`src/rtl/flash_mp_region_scan_pkg.sv`:
```
// Shared types for the sequential flash data-region scanner.
package flash_mp_region_scan_pkg;

    // Page-address width of the flash array.
    localparam int unsigned AllPagesW = 9;

    typedef enum logic [1:0] {
        PhaseSeed    = 2'd0,
        PhaseRma     = 2'd1,
        PhaseNone    = 2'd2,
        PhaseInvalid = 2'd3
    } flash_lcmgr_phase_e;

    typedef struct packed {
        logic                 en;
        logic                 rd_en;
        logic                 prog_en;
        logic                 erase_en;
        logic                 scramble_en;
        logic                 ecc_en;
        logic                 he_en;
        logic [AllPagesW-1:0] base;
        logic [AllPagesW:0]   size;
    } mp_region_cfg_t;

    typedef struct packed {
        flash_lcmgr_phase_e phase;
        mp_region_cfg_t     cfg;
    } data_region_attr_t;

    typedef enum logic [1:0] {
        ScanIdle = 2'd0,
        ScanBusy = 2'd1,
        ScanDone = 2'd2
    } flash_mp_scan_st_e;

    // Index width that stays at least one bit for a single entry.
    function automatic int unsigned idx_width(input int unsigned n);
        return (n > 1) ? $clog2(n) : 1;
    endfunction

endpackage

```
`src/rtl/flash_mp_region_cmp.sv`:
```
// Single-region address/phase comparator.
module flash_mp_region_cmp
    import flash_mp_region_scan_pkg::*;
#(
    parameter int unsigned AddrW = AllPagesW
) (
    input  logic [AddrW-1:0] addr,
    input  flash_lcmgr_phase_e phase,
    input  data_region_attr_t attr,
    output logic             match_c
);

    // Two guard bits so base+size can never wrap back into the page range.
    localparam int unsigned CmpW = ((AddrW > AllPagesW) ? AddrW : AllPagesW) + 2;

    logic [CmpW-1:0] addr_ext;
    logic [CmpW-1:0] base_ext;
    logic [CmpW-1:0] end_ext;

    // Half-open range check [base, base+size); size 0 is an empty range.
    always_comb begin
        addr_ext = CmpW'(addr);
        base_ext = CmpW'(attr.cfg.base);
        end_ext  = base_ext + CmpW'(attr.cfg.size);
        match_c  = attr.cfg.en
                 && (addr_ext >= base_ext)
                 && (addr_ext < end_ext)
                 && (phase == attr.phase);
    end

endmodule

```
`src/rtl/flash_mp_region_scan.sv`:
```
// Sequential priority scan over the flash data regions, a batch per beat.
module flash_mp_region_scan
    import flash_mp_region_scan_pkg::*;
#(
    parameter int unsigned Regions         = 8,
    parameter int unsigned RegionsPerCycle = 2,
    parameter int unsigned AddrW           = AllPagesW,
    localparam int unsigned RegIdxW        = idx_width(Regions)
) (
    input  logic               clk_i,
    input  logic               rst_i,
    input  logic               req_i,
    output logic               ready_o,
    input  flash_lcmgr_phase_e phase_i,
    input  logic [AddrW-1:0]   addr_i,
    input  data_region_attr_t  region_attrs_i [Regions],
    input  mp_region_cfg_t     default_cfg_i,
    output logic               valid_o,
    output logic               hit_o,
    output logic [RegIdxW-1:0] idx_o,
    output mp_region_cfg_t     sel_cfg_o
);

    localparam int unsigned Batches = Regions / RegionsPerCycle;
    localparam int unsigned BatchW  = idx_width(Batches);
    localparam logic [BatchW-1:0] LastBatch = BatchW'(Batches - 1);

    // Reject geometries that cannot be split into whole batches.
    if (RegionsPerCycle < 1) begin : gen_bad_rpc
        $error("RegionsPerCycle must be at least 1");
    end else if ((Regions % RegionsPerCycle) != 0) begin : gen_bad_div
        $error("RegionsPerCycle must divide Regions");
    end

    flash_mp_scan_st_e  state_q, state_d;
    logic [BatchW-1:0]  batch_q, batch_d;
    logic [AddrW-1:0]   addr_q;
    flash_lcmgr_phase_e phase_q;
    mp_region_cfg_t     default_q;
    logic               capture_c;

    logic               ready_q, ready_d;
    logic               valid_q, valid_d;
    logic               hit_q, hit_d;
    logic [RegIdxW-1:0] idx_q, idx_d;
    mp_region_cfg_t     cfg_q, cfg_d;

    data_region_attr_t  lane_attr  [RegionsPerCycle];
    logic [RegIdxW-1:0] lane_idx   [RegionsPerCycle];
    logic               lane_match [RegionsPerCycle];

    logic               batch_hit_c;
    logic [RegIdxW-1:0] batch_idx_c;
    mp_region_cfg_t     batch_cfg_c;

    // Route the current batch of live region attributes onto the comparator lanes.
    always_comb begin
        for (int unsigned j = 0; j < RegionsPerCycle; j++) begin
            lane_attr[j] = '0;
            lane_idx[j]  = '0;
        end
        for (int unsigned b = 0; b < Batches; b++) begin
            if (batch_q == BatchW'(b)) begin
                for (int unsigned j = 0; j < RegionsPerCycle; j++) begin
                    lane_attr[j] = region_attrs_i[b * RegionsPerCycle + j];
                    lane_idx[j]  = RegIdxW'(b * RegionsPerCycle + j);
                end
            end
        end
    end

    for (genvar g = 0; g < RegionsPerCycle; g++) begin : gen_lane
        flash_mp_region_cmp #(
            .AddrW (AddrW)
        ) u_cmp (
            .addr    (addr_q),
            .phase   (phase_q),
            .attr    (lane_attr[g]),
            .match_c (lane_match[g])
        );
    end

    // Lowest matching lane in the batch wins; scanning high-to-low lets it overwrite.
    always_comb begin
        batch_hit_c = 1'b0;
        batch_idx_c = '0;
        batch_cfg_c = '0;
        for (int j = int'(RegionsPerCycle) - 1; j >= 0; j--) begin
            if (lane_match[j]) begin
                batch_hit_c = 1'b1;
                batch_idx_c = lane_idx[j];
                batch_cfg_c = lane_attr[j].cfg;
            end
        end
    end

    // State register.
    always_ff @(posedge clk_i) begin
        if (rst_i) begin
            state_q <= ScanIdle;
        end else begin
            state_q <= state_d;
        end
    end

    // Next-state, batch advance and result selection.
    always_comb begin
        state_d   = state_q;
        batch_d   = batch_q;
        capture_c = 1'b0;
        hit_d     = hit_q;
        idx_d     = idx_q;
        cfg_d     = cfg_q;
        unique case (state_q)
            ScanIdle: begin
                if (req_i) begin
                    capture_c = 1'b1;
                    batch_d   = '0;
                    state_d   = ScanBusy;
                end
            end
            ScanBusy: begin
                if (batch_hit_c) begin
                    hit_d   = 1'b1;
                    idx_d   = batch_idx_c;
                    cfg_d   = batch_cfg_c;
                    state_d = ScanDone;
                end else if (batch_q == LastBatch) begin
                    hit_d   = 1'b0;
                    idx_d   = '0;
                    cfg_d   = default_q;
                    state_d = ScanDone;
                end else begin
                    batch_d = batch_q + BatchW'(1);
                end
            end
            ScanDone: begin
                state_d = ScanIdle;
            end
            default: begin
                state_d = ScanIdle;
            end
        endcase
        ready_d = (state_d == ScanIdle);
        valid_d = (state_d == ScanDone);
    end

    // Request capture, batch counter and registered outputs.
    always_ff @(posedge clk_i) begin
        if (rst_i) begin
            batch_q   <= '0;
            addr_q    <= '0;
            phase_q   <= PhaseSeed;
            default_q <= '0;
            ready_q   <= 1'b1;
            valid_q   <= 1'b0;
            hit_q     <= 1'b0;
            idx_q     <= '0;
            cfg_q     <= '0;
        end else begin
            batch_q <= batch_d;
            if (capture_c) begin
                addr_q    <= addr_i;
                phase_q   <= phase_i;
                default_q <= default_cfg_i;
            end
            ready_q <= ready_d;
            valid_q <= valid_d;
            hit_q   <= hit_d;
            idx_q   <= idx_d;
            cfg_q   <= cfg_d;
        end
    end

    assign ready_o   = ready_q;
    assign valid_o   = valid_q;
    assign hit_o     = hit_q;
    assign idx_o     = idx_q;
    assign sel_cfg_o = cfg_q;

    // Result pulse is single-cycle and never overlaps the idle indication.
    a_valid_pulse: assert property (@(posedge clk_i) disable iff (rst_i) valid_o |=> !valid_o);
    a_ready_valid: assert property (@(posedge clk_i) disable iff (rst_i) !(ready_o && valid_o));

endmodule

```
`config.mk`:
```
export PLATFORM = sky130hd
export DESIGN_NAME = flash_mp_region_scan
export DESIGN_NICKNAME = d
export VERILOG_FILES = /design/src/rtl/flash_mp_region_scan_pkg.sv /design/src/rtl/flash_mp_region_cmp.sv /design/src/rtl/flash_mp_region_scan.sv
export SDC_FILE = /design/constraint.sdc
export NUM_CORES = 1
export LEC_CHECK = 0
export BUFFER_PORTS_ARGS = -buffer_cell sky130_fd_sc_hd__buf_2
export CORE_ASPECT_RATIO = 1.1
export CORE_MARGIN = 2
export CORE_UTILIZATION = 49
export CTS_CLUSTER_DIAMETER = 120
export DETAILED_ROUTE_END_ITERATION = 8
export PLACE_DENSITY = 0.79
export SLEW_MARGIN = 0
export SYNTH_ARGS = -nofsm -noshare
export SYNTH_HDL_FRONTEND = slang
export SYNTH_SLANG_ARGS = --single-unit
```
`constraint.sdc`:
```
create_clock -name clk_i -period 7.31 [get_ports clk_i]
set_clock_uncertainty 0.15 [all_clocks]
set_input_delay 1.0965 -clock clk_i [delete_from_list [all_inputs] [get_ports clk_i]]
set_output_delay 1.0965 -clock clk_i [all_outputs]
set_load 0.005 [all_outputs]
```
==> results of run 1 <==
cell usage after synthesis (9+ instances only):
| library cell | count | share of area |
|---|---|---|
| a21oi_1 | 127 | 0.094 |
| nand2_1 | 116 | 0.065 |
| dfxtp_1 | 73 | 0.22 |
| clkbuf_1 | 60 | 0.033 |
| ha_1 | 57 | 0.11 |
| nor2_1 | 50 | 0.028 |
| o21ai_0 | 49 | 0.036 |
| o22ai_1 | 41 | 0.038 |
| inv_1 | 36 | 0.020 |
| a41o_1 | 26 | 0.039 |
| a221oi_1 | 24 | 0.031 |
| a31oi_1 | 23 | 0.021 |
| nor4_1 | 19 | 0.018 |
| a211oi_1 | 16 | 0.018 |
| and3_1 | 16 | 0.015 |
| nand2b_1 | 12 | 0.011 |
| or3_1 | 12 | 0.011 |
| buf_1 | 11 | 0.0061 |
| o221ai_1 | 11 | 0.014 |
| nand3b_1 | 9 | 0.010 |
| xor2_1 | 9 | 0.012 |
where the power goes:
group	internal, W	leakage, nW	switching [W]	total [W]
clock network	0.000273	0.150	0.000166	0.000438
registers	0.000419	0.595	0.0000229	0.000442
logic	0.000376	3.48	0.000557	0.000933
total	0.00107	4.23	0.000745	0.00181
registers in the layout, indices dropped and copies added (netlist names), 2 cells and up:
signal / count
phase_q: 2
batch_q: 2
addr_q: 9
default_q: 26
state_q: 2
sel_cfg_o: 26
idx_o: 3
kinds of logic after synthesis:
logic type / count (synthesis) / share of synthesized area
muxes: 8 / 0.0126
DFF: 73 / 0.217
adders and majority gates: 59 / 0.112
AOI/OAI and AO/OA: 385 / 0.378
buffers and inverters: 116 / 0.0691
and+or+nand+nor: 266 / 0.192
xor gates and xnor gates: 15 / 0.0195
worst register-to-register path, cell delays in order (launching register included):
cell,delay (ns)
dfxtp_1,0.43
ha_1,0.50
buf_4,0.31
or2_1,0.41
buf_4,0.35
a21oi_1,0.06
o21ai_0,0.10
o221ai_1,0.37
inv_1,0.15
ha_1,0.30
o211ai_1,0.35
a21oi_1,0.14
o21ai_0,0.25
nand2b_1,0.09
a21oi_1,0.20
xor2_1,0.10
ha_1,0.19
a211oi_1,0.25
o21ai_0,0.11
o21ai_0,0.19
o21ai_0,0.13
buf_4,0.19
nor2_1,0.69
a21oi_1,0.26
a31o_2,0.31
layout make-up:
cell class | count | area, um2
repair buffers | 319 | 1660
fillers | 1275 | 4720
well taps | 184 | 230
clock inverters | 5 | 53.8
inverters | 36 | 135
flip-flops and latches | 73 | 1460
multi-input cells | 733 | 4820
clock buffers | 11 | 243
worst min path at each step:
stage / endpoint / slack (ns) / cells past startpoint
finish: default_q[20]$_SDFFE_PP0P_ / 0.31 / 2
global route: default_q[20]$_SDFFE_PP0P_ / 0.32 / 2
CTS: default_q[20]$_SDFFE_PP0P_ / 0.31 / 2
detailed placement: default_q[20]$_SDFFE_PP0P_ / 0.30 / 2
global placement: default_q[19]$_SDFFE_PP0P_ / 0.29 / 2
floorplan: default_q[19]$_SDFFE_PP0P_ / 0.28 / 2
layout by cell type, fill, tap and decap left out, types with 23 or more instances in the layout:
cell type	instances
a221oi_1	24
a31oi_1	23
nand2_1	116
a21oi_1	127
inv_1	35
nor2_1	50
buf_4	24
o22ai_1	41
o21ai_0	49
a41o_1	26
ha_1	56
dfxtp_1	73
buf_2	295
layer usage:
layer  up-vias  routed length, um  track usage
li1       4021                  -            -
met1      3844              10600        0.450
met2       532              12000        0.547
met5         -                  0            0
met4         0               1010        0.139
met3        76               2610       0.0640
through the flow:
step	utilization	std cells	worst slack (ns)
4_1_cts	0.645	1361	0.712
2_1_floorplan	-	922	1.41
3_5_place_dp	0.623	1345	0.741
5_1_grt	0.645	1361	0.152
3_3_place_gp	0.623	1345	0.867
6_report	0.645	1361	0.636
==> reports/results.txt, run 1 <==
Routability-driven placement finished with a final weighted congestion of 0.985. The half-perimeter wire length after detailed placement is 20.3 mm, and the count of cell types in the netlist is 66. The share of layout cells above drive strength 1 was 0.300. At the later pin of the worst-skew pair, clock insertion delay measures 0.34 ns.

The tools report the worst setup path startpoint as batch_q[0]$_SDFFE_PP0P_. Yosys printed 0 warnings. The run gives 14,700 um2 as the die area. In this run the critical register-to-register path is captured at sel_cfg_o[17]$_SDFFE_PP0P_. Setup repair after global routing left no endpoint under its margin.

The overall fraction of global-route tracks in use came out at 0.341. The number of nets in the synthesized netlist is 1,245. Counting flops with a built-in enable in the synthesized netlist gives 0. STA classifies the critical path endpoint as a flip-flop. The total global routing overflow was 0; the register bit total from synthesis was 73. In this run the core area contains 44 standard-cell rows.

The post-synthesis sequential area ratio was 0.217. The cell at the root of the clock tree was clkbuf_16. The die is 116 um wide. 0 antenna diodes ended up in the layout. For this design the ratio of total power to cell area is 211 nW/um2. The tools report the overall power after layout as 0.00181 W. The slew at the pin closest to its max-slew limit works out to 0.920 ns. The floorplan step set the die height to 127 um. The signal on the critical path passes through ha_1 > buf_4 > or2_1 > buf_4 > a21oi_1 > o21ai_0 > o221ai_1 > inv_1 > ha_1 > o211ai_1 > a21oi_1 > o21ai_0 > nand2b_1 > a21oi_1 > xor2_1 > ha_1 > a211oi_1 > o21ai_0 > o21ai_0 > o21ai_0 > buf_4 > nor2_1 > a21oi_1 > a31o_2. For this design the static power due to leakage is 4.23 nW. Summing every instance area after synthesis gives 6730 um2. In this run the remaining antenna-violating nets after routing total 0. In this run the tool buffered the top-level ports with 295 buffer cells. The clock slew at the register clock pins of the worst setup and hold paths is 0.06 ns. The tools report the element type at the critical path start as a flip-flop. The final setup violation count is 0.

Across the run, the number of max-cap violations was 0. The clock net in this run drives a total of 73 sinks. The worst hold path belongs to the class flip-flop to flip-flop.

The post-CTS setup buffer count came out at 0. Top cell family by delay on the critical path: compound AO/OA/AOI/OAI gates. A synthesized cell averages 7.30 um2.

TritonCTS built the clock tree. The signed area change from the synthesized netlist to the final layout was 27.7%; the standard cell core area was 13,300 um2. The post-route fraction of the period consumed by the critical path is 0.913, and the combined buffer and inverter count along the critical path is 4.

The synthesized instance count was 922; the required time of the worst setup path was 7.39 ns. The number of cells on the worst reg-to-reg path is 24. For flop-to-flop paths, the worst setup slack is 0.64 ns. Counting along the longest clock path gives a buffer depth of 2. The logs give 0 for the post-CTS resize count and 0 for the number of remaining DRC errors. The finished cells cover 8600 um2. Delay of the slowest cell on the worst path: 0.69 ns. Startpoint of the most critical hold path: default_q[20]$_SDFFE_PP0P_. The tools report the post-route worst hold slack as 0.305 ns. Detailed router's first-iteration violation count: 1,077. The worst endpoint data arrival time is 6.75 ns. The setup path with the least slack is of type flip-flop to flip-flop.

The aggregate negative setup slack is 0 ns. The flow ran to the end, and the final reports show no timing, DRC or antenna violations. The run gives 0.384 as the tightest slew margin relative to the limit. The tools report the endpoint of the most critical setup path as sel_cfg_o[17]$_SDFFE_PP0P_. Dividing the detail-routed via count by the number of cells gives 6.23.

The most numerous cell on the critical path is o21ai_0. For this run, the detailed router's first-pass iteration total came to 7. The run gives 7,551 as the via count of the first global-routing pass. The run gives 26.3 mm as the wire length reported by the detailed router. The overall via count from detail_route came out at 8,473. Number of nets in the layout: 1,495. The number of max-slew violations in the final report came out at 0. Count of hold buffers inserted by post-cts repair: 0.

The total clock buffers created by CTS was 9. The instance area after placement was 8300 um2. The run gives 0.186 mV as the worst-case vdd ir drop.

The share of async-settable or async-resettable flops after synthesis is 0. The source of the worst register-to-register timing path was batch_q[0]$_SDFFE_PP0P_. For this design the top-level I/O count stands at 296. Of all nets on the critical path, the largest fanout is 24.

The shortest clock period the worst path allows after layout came out at 6.67 ns. Entering global routing, the biggest net connects 53 pins. The slowest stage of the critical path is the nor2_1 cell. The wire length of the first global-routing pass is 39.4 mm, and the final number of hold-violating endpoints is 0. Initial cell density of the core: 0.505. The number of antenna violations at the first check in global routing is 0. Count of cell instances traversed by the critical path: 24. The H-tree generated during clock tree synthesis spans 3 levels. Dividing the detail-routed wire length by the instance count gives 19.3 um. The flip-flop cell with the highest count after synthesis was dfxtp_1. For this run, the top clock speed supported by timing is 150 MHz.
Power figures use the tool's default switching activity.
==> run 2: changes to the inputs <==
Clock period 7.31 ns to 6.55 ns, I/O delays scaled along.
==> reports/results.txt, run 2 (same netlist as run 1, synthesis figures left out) <==
The run finished with clean final reports. The delay of the slowest cell on the worst path came out at 0.51 ns (-0.18 ns). The run gives 1.00 (+1.9%) as the last weighted congestion value of the routability-driven placer. The part of the total power dissipated in the clock network was 0.225 (-0.017). The count of hold buffers inserted by post-cts repair came out at 0 (unchanged). Class of the most critical hold timing path: flip-flop to flip-flop.

The standard cell core area is 13,300 um2 (unchanged). The mean number of vias per cell came out at 6.15 (-1.3%). The diode insertion count for antenna repair came out at 0 (unchanged). Highest-delay cell along the critical path: or2_1. The routed length on met3 was 2.36 mm (-9.4%); the clock slew at the register clock pins of the worst setup and hold paths was 0.06 ns (about the same). Final number of hold-violating endpoints: 0 (unchanged). The largest net degree at the start of global routing was 54 (+1.9%). The worst setup path is of the flip-flop to flip-flop kind. The number of max-slew violations in the final report is 0 (unchanged). The tools report the element type at the critical path end as a flip-flop. The tools report the detailed-route wire length on metal 1 as 11.1 mm (+4.6%). The tools report the maximum count of clock buffers along a single path as 2 (unchanged). The switching fraction of total power was 0.418 (+0.00648); the worst endpoint data arrival time was 6.13 ns (-0.62 ns). The detail-routed net length per standard cell is 19.4 um (+0.51%), and the aggregate negative setup slack is 0 ns (unchanged). The worst setup path is launched from a flip-flop.

The number of detailed-route iterations in the first pass came out at 5 (-2). The chip width was 116 um (unchanged); the tightest slew margin relative to the limit was 0.324 (-0.0592). The library cells used most frequently in the layout, excluding fill and tap cells, are buf_2 (295), a21oi_1 (127), nand2_1 (116), dfxtp_1 (73), ha_1 (56). The power per unit of standard cell area came out at 231 nW/um2 (+9.5%). The highest metal layer carrying signal wires in the routed design is met4.

The count of input and output buffers was 295 (unchanged). TritonCTS built the clock tree. The logs give 0.00117 W (+9.2%) for the internal power contribution and 0.00200 W (+10%) for the overall power after layout.

The tools report the amount of wire on met2 after detailed routing as 12.3 mm (+2.5%). The slew at the pin closest to its max-slew limit was 1.01 ns (+0.0917 ns). The part of the total power dissipated in sequential elements is 0.246 (+0.002), and the signed area change from the synthesized netlist to the final layout is 28.7%. The detailed router's first-iteration violation count was 689 (-36%). For the overall via count from detail_route, the log shows 8,425 (-0.57%). The library cell used most frequently in the layout, excluding fill and tap cells, is buf_2.

The half-perimeter wire length after detailed placement is 21.0 mm (+3.4%), and the initial cell density of the core is 0.505 (unchanged). The number of standard cells in the final layout excluding fillers is 1,371 (+0.73%), and the number of cell rows is 44 (unchanged). The total clock buffers created by CTS is 9 (unchanged). The logs give 1,505 (+0.67%) for the number of nets in the layout and 0.529 (+0.014) for the portion of total power attributed to combinational logic. For the switching power summed over all nets, the log shows 0.000836 W (+12%). Walking the worst path, the cells encountered are ha_1 > buf_4 > or2_1 > buf_4 > a221oi_1 > nor2_1 > ha_1 > a211o_1 > o211ai_1 > a21oi_1 > o21ai_0 > nand2b_1 > a21oi_1 > xor2_1 > ha_1 > a211oi_1 > o21ai_0 > o21ai_0 > o21a_1 > nand2_1 > o211ai_1 > a221oi_1.

The run gives 73 (unchanged) as the total number of clock tree sinks. For the max-cap violation count, the log shows 0 (unchanged). The final setup violation count was 0 (unchanged).

The source-to-sink clock delay at the later pin of the worst-skew pair is 0.34 ns (about the same). Wire length reported by the detailed router: 26.6 mm (+1.2%). The total global routing overflow was 0 (unchanged); the number of remaining DRC errors was 0 (unchanged). CTS placed an instance of clkbuf_16 at the clock tree root. The height of the die is 127 um (unchanged), and the wire length of the first global-routing pass is 40.2 mm (+2.1%). For the number of top-level design ports, the log shows 296 (unchanged). The fmax is 163 MHz (+9.0%), and the die area is 14,700 um2 (unchanged).

The number of antenna violations at the first check in global routing was 0 (unchanged). The tools report the static power due to leakage as 4.27 nW (+1.1%). The filler cell count was 1,250 (-2.0%); the number of levels in the clock H-tree was 3 (unchanged). For the total instance count after detailed placement, the log shows 1,355 (+0.74%). Post-route fraction of the period consumed by the critical path: 0.934 (+0.0215). The share of layout cells above drive strength 1 works out to 0.307 (+0.00674). The overall fraction of global-route tracks in use is 0.348 (+0.00686).

The via count of the first global-routing pass is 7,675 (+1.6%). The logs give 6.56 ns (-0.83 ns) for the required time of the worst setup path and 0.200 mV (+7.4%) for the worst-case vdd ir drop. The tools report the final core utilization as 0.651 (+0.00526). Biggest fanout along the worst timing path: 19 (-21%). The number of nets with antenna violations after routing was 0 (unchanged); the shortest clock period the worst path allows after layout was 6.12 ns (-0.553 ns).
## run 2: cell count changes in the layout (fill, tap and decap cells not counted), sizes merged
cell / change
clkinv: +1
buf: +10
inv: -1
bufinv: -1
clkinvlp: +1
## run 2: what timing repair did
action,4_1_cts,5_1_grt
endpoints found under the hold margin,0,0
setup buffers,0,0
setup endpoints to repair,0,23
resized for setup,0,3
## run 2: path summary, 6_finish.rpt
| kind | startpoint | to | slack, ns | depth (start not counted) |
|---|---|---|---|---|
| worst min register to register | default_q[22]$_SDFFE_PP0P_ | default_q[22]$_SDFFE_PP0P_ | 0.31 | 2 |
| worst max register to register | batch_q[0]$_SDFFE_PP0P_ | sel_cfg_o[15]$_SDFFE_PP0P_ | 0.43 | 22 |
| worst min-delay path | default_q[22]$_SDFFE_PP0P_ | default_q[22]$_SDFFE_PP0P_ | 0.31 | 2 |
| worst max-delay path | batch_q[0]$_SDFFE_PP0P_ | sel_cfg_o[15]$_SDFFE_PP0P_ | 0.43 | 22 |
## run 2: through the flow
stage / instance area (um2) / hold slack, ns / worst slack, ns
6_report: 8670 / 0.305 / 0.429
5_1_grt: 8670 / 0.320 / -0.0137
3_5_place_dp: 8380 / 0.299 / 0.398
2_1_floorplan: 6730 / 0.282 / 0.651
3_3_place_gp: 8380 / 0.291 / 0.522
4_1_cts: 8650 / 0.308 / 0.399
## run 2: metal layers
layer	track usage	vias up
met1	0.467	3885
li1	-	4030
met2	0.573	456
met5	0	-
met3	0.0506	54
met4	0.115	0
## run 2: power by group through the flow
| stage | clock, W | sequential (W) | combinational [W] |
|---|---|---|---|
| 2_1_floorplan | 0 | 0.000490 | 0.000711 |
| 3_3_place_gp | 0 | 0.000499 | 0.00103 |
| 3_5_place_dp | 0 | 0.000500 | 0.00103 |
| 4_1_cts | 0.000454 | 0.000490 | 0.00104 |
| 5_1_grt | 0.000472 | 0.000494 | 0.00118 |
| 6_report | 0.000451 | 0.000492 | 0.00106 |
## run 2: critical path: cells and delay by family (launching register included)
family,cells,cell delay [ns]
AO/OA/AOI/OAI,12,2.45
XOR/XNOR,1,0.10
adder cells (fa/ha/maj),3,0.85
buffers and inverters,2,0.50
flip-flops,1,0.46
AND/OR/NAND/NOR,4,1.41
## run 2: cell type report
cell class	instances	area [um2]	area share
Timing Repair Buffer	329	1730	0.200
Inverter	36	135	0.0156
Tap cell	184	230	0.0266
Clock buffer	11	243	0.0280
Clock inverter	5	31.3	0.00361
Sequential cell	73	1460	0.169
Multi-Input combinational cell	733	4840	0.558
==> run 3: changes to the inputs <==
Settings changed: CORE_UTILIZATION 49 to 40, PLACE_DENSITY 0.79 to 0.66.
==> reports/results.txt, run 3 (same netlist as run 1, synthesis figures left out) <==
The slew at the pin closest to its max-slew limit is 1.03 ns (+0.0194 ns). In this run the worst hold path is classified as flip-flop to flip-flop. The share of layout cells above drive strength 1 came out at 0.307 (about the same).

The worst setup path is captured at a flip-flop. The flow ran to the end, and the final reports show no timing, DRC or antenna violations. The run gives 0 (unchanged) as the number of antenna violations at the first check in global routing. Die area: 17,900 um2 (+22%). Total global routing overflow: 0 (unchanged). The number of levels in the clock H-tree is 3 (unchanged), and the fmax is 163 MHz (-0.36%). Clock slew at the register clock pins of the worst setup and hold paths: 0.07 ns (about the same).

The number of remaining DRC errors was 0 (unchanged); the number of top-level design ports was 296 (unchanged). Internal reg-to-reg setup slack: 0.41 ns (-0.02 ns). The count of input and output buffers is 295 (unchanged), and the number of nets with antenna violations after routing is 0 (unchanged).

Top cell family by delay on the critical path: simple AND/OR/NAND/NOR gates. The last weighted congestion value of the routability-driven placer was 0.975 (-2.9%); the final setup violation count was 0 (unchanged). The most numerous cell on the critical path was a21oi_1. The height of the die works out to 140 um (+10%). Walking the worst path, the cells encountered are ha_1 > nand2b_2 > o22ai_1 > a21oi_1 > ha_1 > fa_1 > a211oi_1 > nor2_1 > nor4_1 > a21oi_1 > a21oi_1 > xor2_1 > ha_1 > o21ai_0 > a21oi_1 > o21ai_0 > or4_4 > or4b_1 > a32oi_4 > buf_4 > nand3_4 > mux2_4. The leading cell type in the layout, fill and taps excluded was buf_2. The logic depth of the worst register-to-register path is 22 (unchanged), and the chip width is 128 um (+10%).

For the wire length of the first global-routing pass, the log shows 42.2 mm (+4.9%). The logs give 21.7 mm (+3.4%) for the half-perimeter wire length after detailed placement and 0 (unchanged) for the count of hold buffers inserted by post-cts repair. The combined buffer and inverter count along the critical path was 1 (-1); the source-to-sink clock delay at the later pin of the worst-skew pair was 0.35 ns (about the same). The overall fraction of global-route tracks in use was 0.300 (-0.0485); the number of nets in the layout was 1,500 (-0.33%). Setup repair after global routing left no endpoint under its margin. For the overall via count from detail_route, the log shows 8,411 (-0.17%). The largest individual stage delay along the critical path comes from the cell or4b_1.

Power per unit of standard cell area: 242 nW/um2 (+4.9%). In this run the critical register-to-register path is captured at batch_q[0]$_SDFFE_PP0P_. In this run the critical register-to-register path is launched from batch_q[0]$_SDFFE_PP0P_. The delay of the slowest cell on the worst path was 0.55 ns (+0.04 ns); the post-CTS setup buffer count was 0 (unchanged). The detail-routed net length per standard cell was 20.2 um (+4.2%); the mean number of vias per cell was 6.07 (-1.2%). Biggest fanout along the worst timing path: 21 (+2). The worst hold path terminates at sel_cfg_o[25]$_SDFFE_PP0P_. The logs give 28.0 mm (+5.3%) for the wire length reported by the detailed router and 49 (+11%) for the number of cell rows. The critical path starts at batch_q[0]$_SDFFE_PP0P_.

The worst-case vdd ir drop came out at 0.186 mV (-7.3%). The standard cell core area is 16,400 um2 (+23%). The tools report the startpoint of the most critical hold path as sel_cfg_o[25]$_SDFFE_PP0P_. The number of detailed-route iterations in the first pass came out at 5 (unchanged).

For the worst endpoint data arrival time, the log shows 6.23 ns (+0.10 ns). The critical path is of the flip-flop to flip-flop type. The cell at the root of the clock tree was clkbuf_16. The tightest slew margin relative to the limit was 0.311 (-0.0130); the shortest clock period the worst path allows after layout was 6.14 ns (+0.0224 ns). For the total number of clock tree sinks, the log shows 73 (unchanged).

The tools report the initial cell density of the core as 0.410 (-0.0956). The signed area change from the synthesized netlist to the final layout was 29.7%. The run gives 7,738 (+0.82%) as the via count of the first global-routing pass. The required time of the worst setup path was 6.64 ns (+0.08 ns); the largest net degree at the start of global routing was 83 (+54%). The number of max-slew violations in the final report is 0 (unchanged), and the detailed router's first-iteration violation count is 856 (+24%). The tools report the static power due to leakage as 4.27 nW (about the same). The worst setup path is launched from a flip-flop. The maximum count of clock buffers along a single path is 2 (unchanged).

The diode insertion count for antenna repair is 0 (unchanged). The hold path depth came out at 2 (unchanged). The run gives 9 (unchanged) as the total clock buffers created by CTS. The run gives 0 ns (unchanged) as the aggregate negative setup slack. The run gives 0 (unchanged) as the final number of hold-violating endpoints. Final core utilization: 0.532 (-0.119). Max-cap violation count: 0 (unchanged). The post-CTS resize count was 0 (unchanged). TritonCTS built the clock tree.

The top cell types in the final layout, fill and taps aside, are buf_2 (295), a21oi_1 (127), nand2_1 (114), dfxtp_1 (73), ha_1 (55). The post-route fraction of the period consumed by the critical path works out to 0.938 (+0.00342).
[run 3: changes by cell type in the layout (fill, tap and decap cells not counted), moves of 2 or more]
cell       before  now
nand2_1       116  114
buf_4          34   27
bufinv_16       0    2
nand2_2         0    2
clkinv_2        3    0
ha_2            0    2
buf_12          0    2
[run 3: how the worst max path moves through the flow]
stage                                      end  slack, ns  depth (start not counted)
floorplan              batch_q[0]$_SDFFE_PP0P_       0.65                         27
global placement    sel_cfg_o[18]$_SDFFE_PP0P_       0.53                         23
detailed placement  sel_cfg_o[18]$_SDFFE_PP0P_       0.44                         23
CTS                 sel_cfg_o[14]$_SDFFE_PP0P_       0.45                         22
global route           batch_q[0]$_SDFFE_PP0P_       0.02                         22
finish                 batch_q[0]$_SDFFE_PP0P_       0.41                         22
[run 3: worst register-to-register path: cells and delay by family, from the launching register on]
family          cells  cell delay [ns]
compound gates      9             1.70
flops               1             0.41
buf+inv             1             0.31
fa+ha+maj           4             1.20
simple gates        6             1.78
xor+xnor            1             0.16
mux                 1             0.33
[run 3: power by group]
| group | total (W) | internal (W) | switching [W] |
|---|---|---|---|
| Clock | 0.000549 | 0.000353 | 0.000196 |
| Sequential | 0.000493 | 0.000467 | 0.0000256 |
| Combinational | 0.00107 | 0.000432 | 0.000641 |
| Total | 0.00211 | 0.00125 | 0.000863 |
[run 3: cell type report]
cell class	count	area, um2
Fill cell	1675	7700
Inverter	36	135
Timing Repair Buffer	324	1720
Clock inverter	4	76.3
Sequential cell	73	1460
Multi-Input combinational cell	733	4830
Clock buffer	11	253
Tap cell	204	255
[run 3: through the flow]
| step | cell area [um2] | worst slack, ns | hold WS, ns | cells | total power (W) |
|---|---|---|---|---|---|
| after global routing | 8730 | 0.0170 | 0.325 | 1385 | 0.00226 |
| after detailed placement | 8390 | 0.437 | 0.294 | 1370 | 0.00154 |
| after CTS | 8720 | 0.449 | 0.302 | 1385 | 0.00209 |
| final | 8730 | 0.407 | 0.301 | 1385 | 0.00211 |
| after floorplan | 6730 | 0.651 | 0.282 | 922 | 0.00120 |
| after global placement | 8390 | 0.531 | 0.289 | 1370 | 0.00153 |
[run 3: per-layer routing]
metal / vias to the layer above / track usage / routed length, um
met5: - / 0 / 0
met4: 0 / 0.113 / 952
met3: 67 / 0.0439 / 2330
met2: 472 / 0.484 / 12900
met1: 3850 / 0.404 / 11800
li1: 4022 / - / -
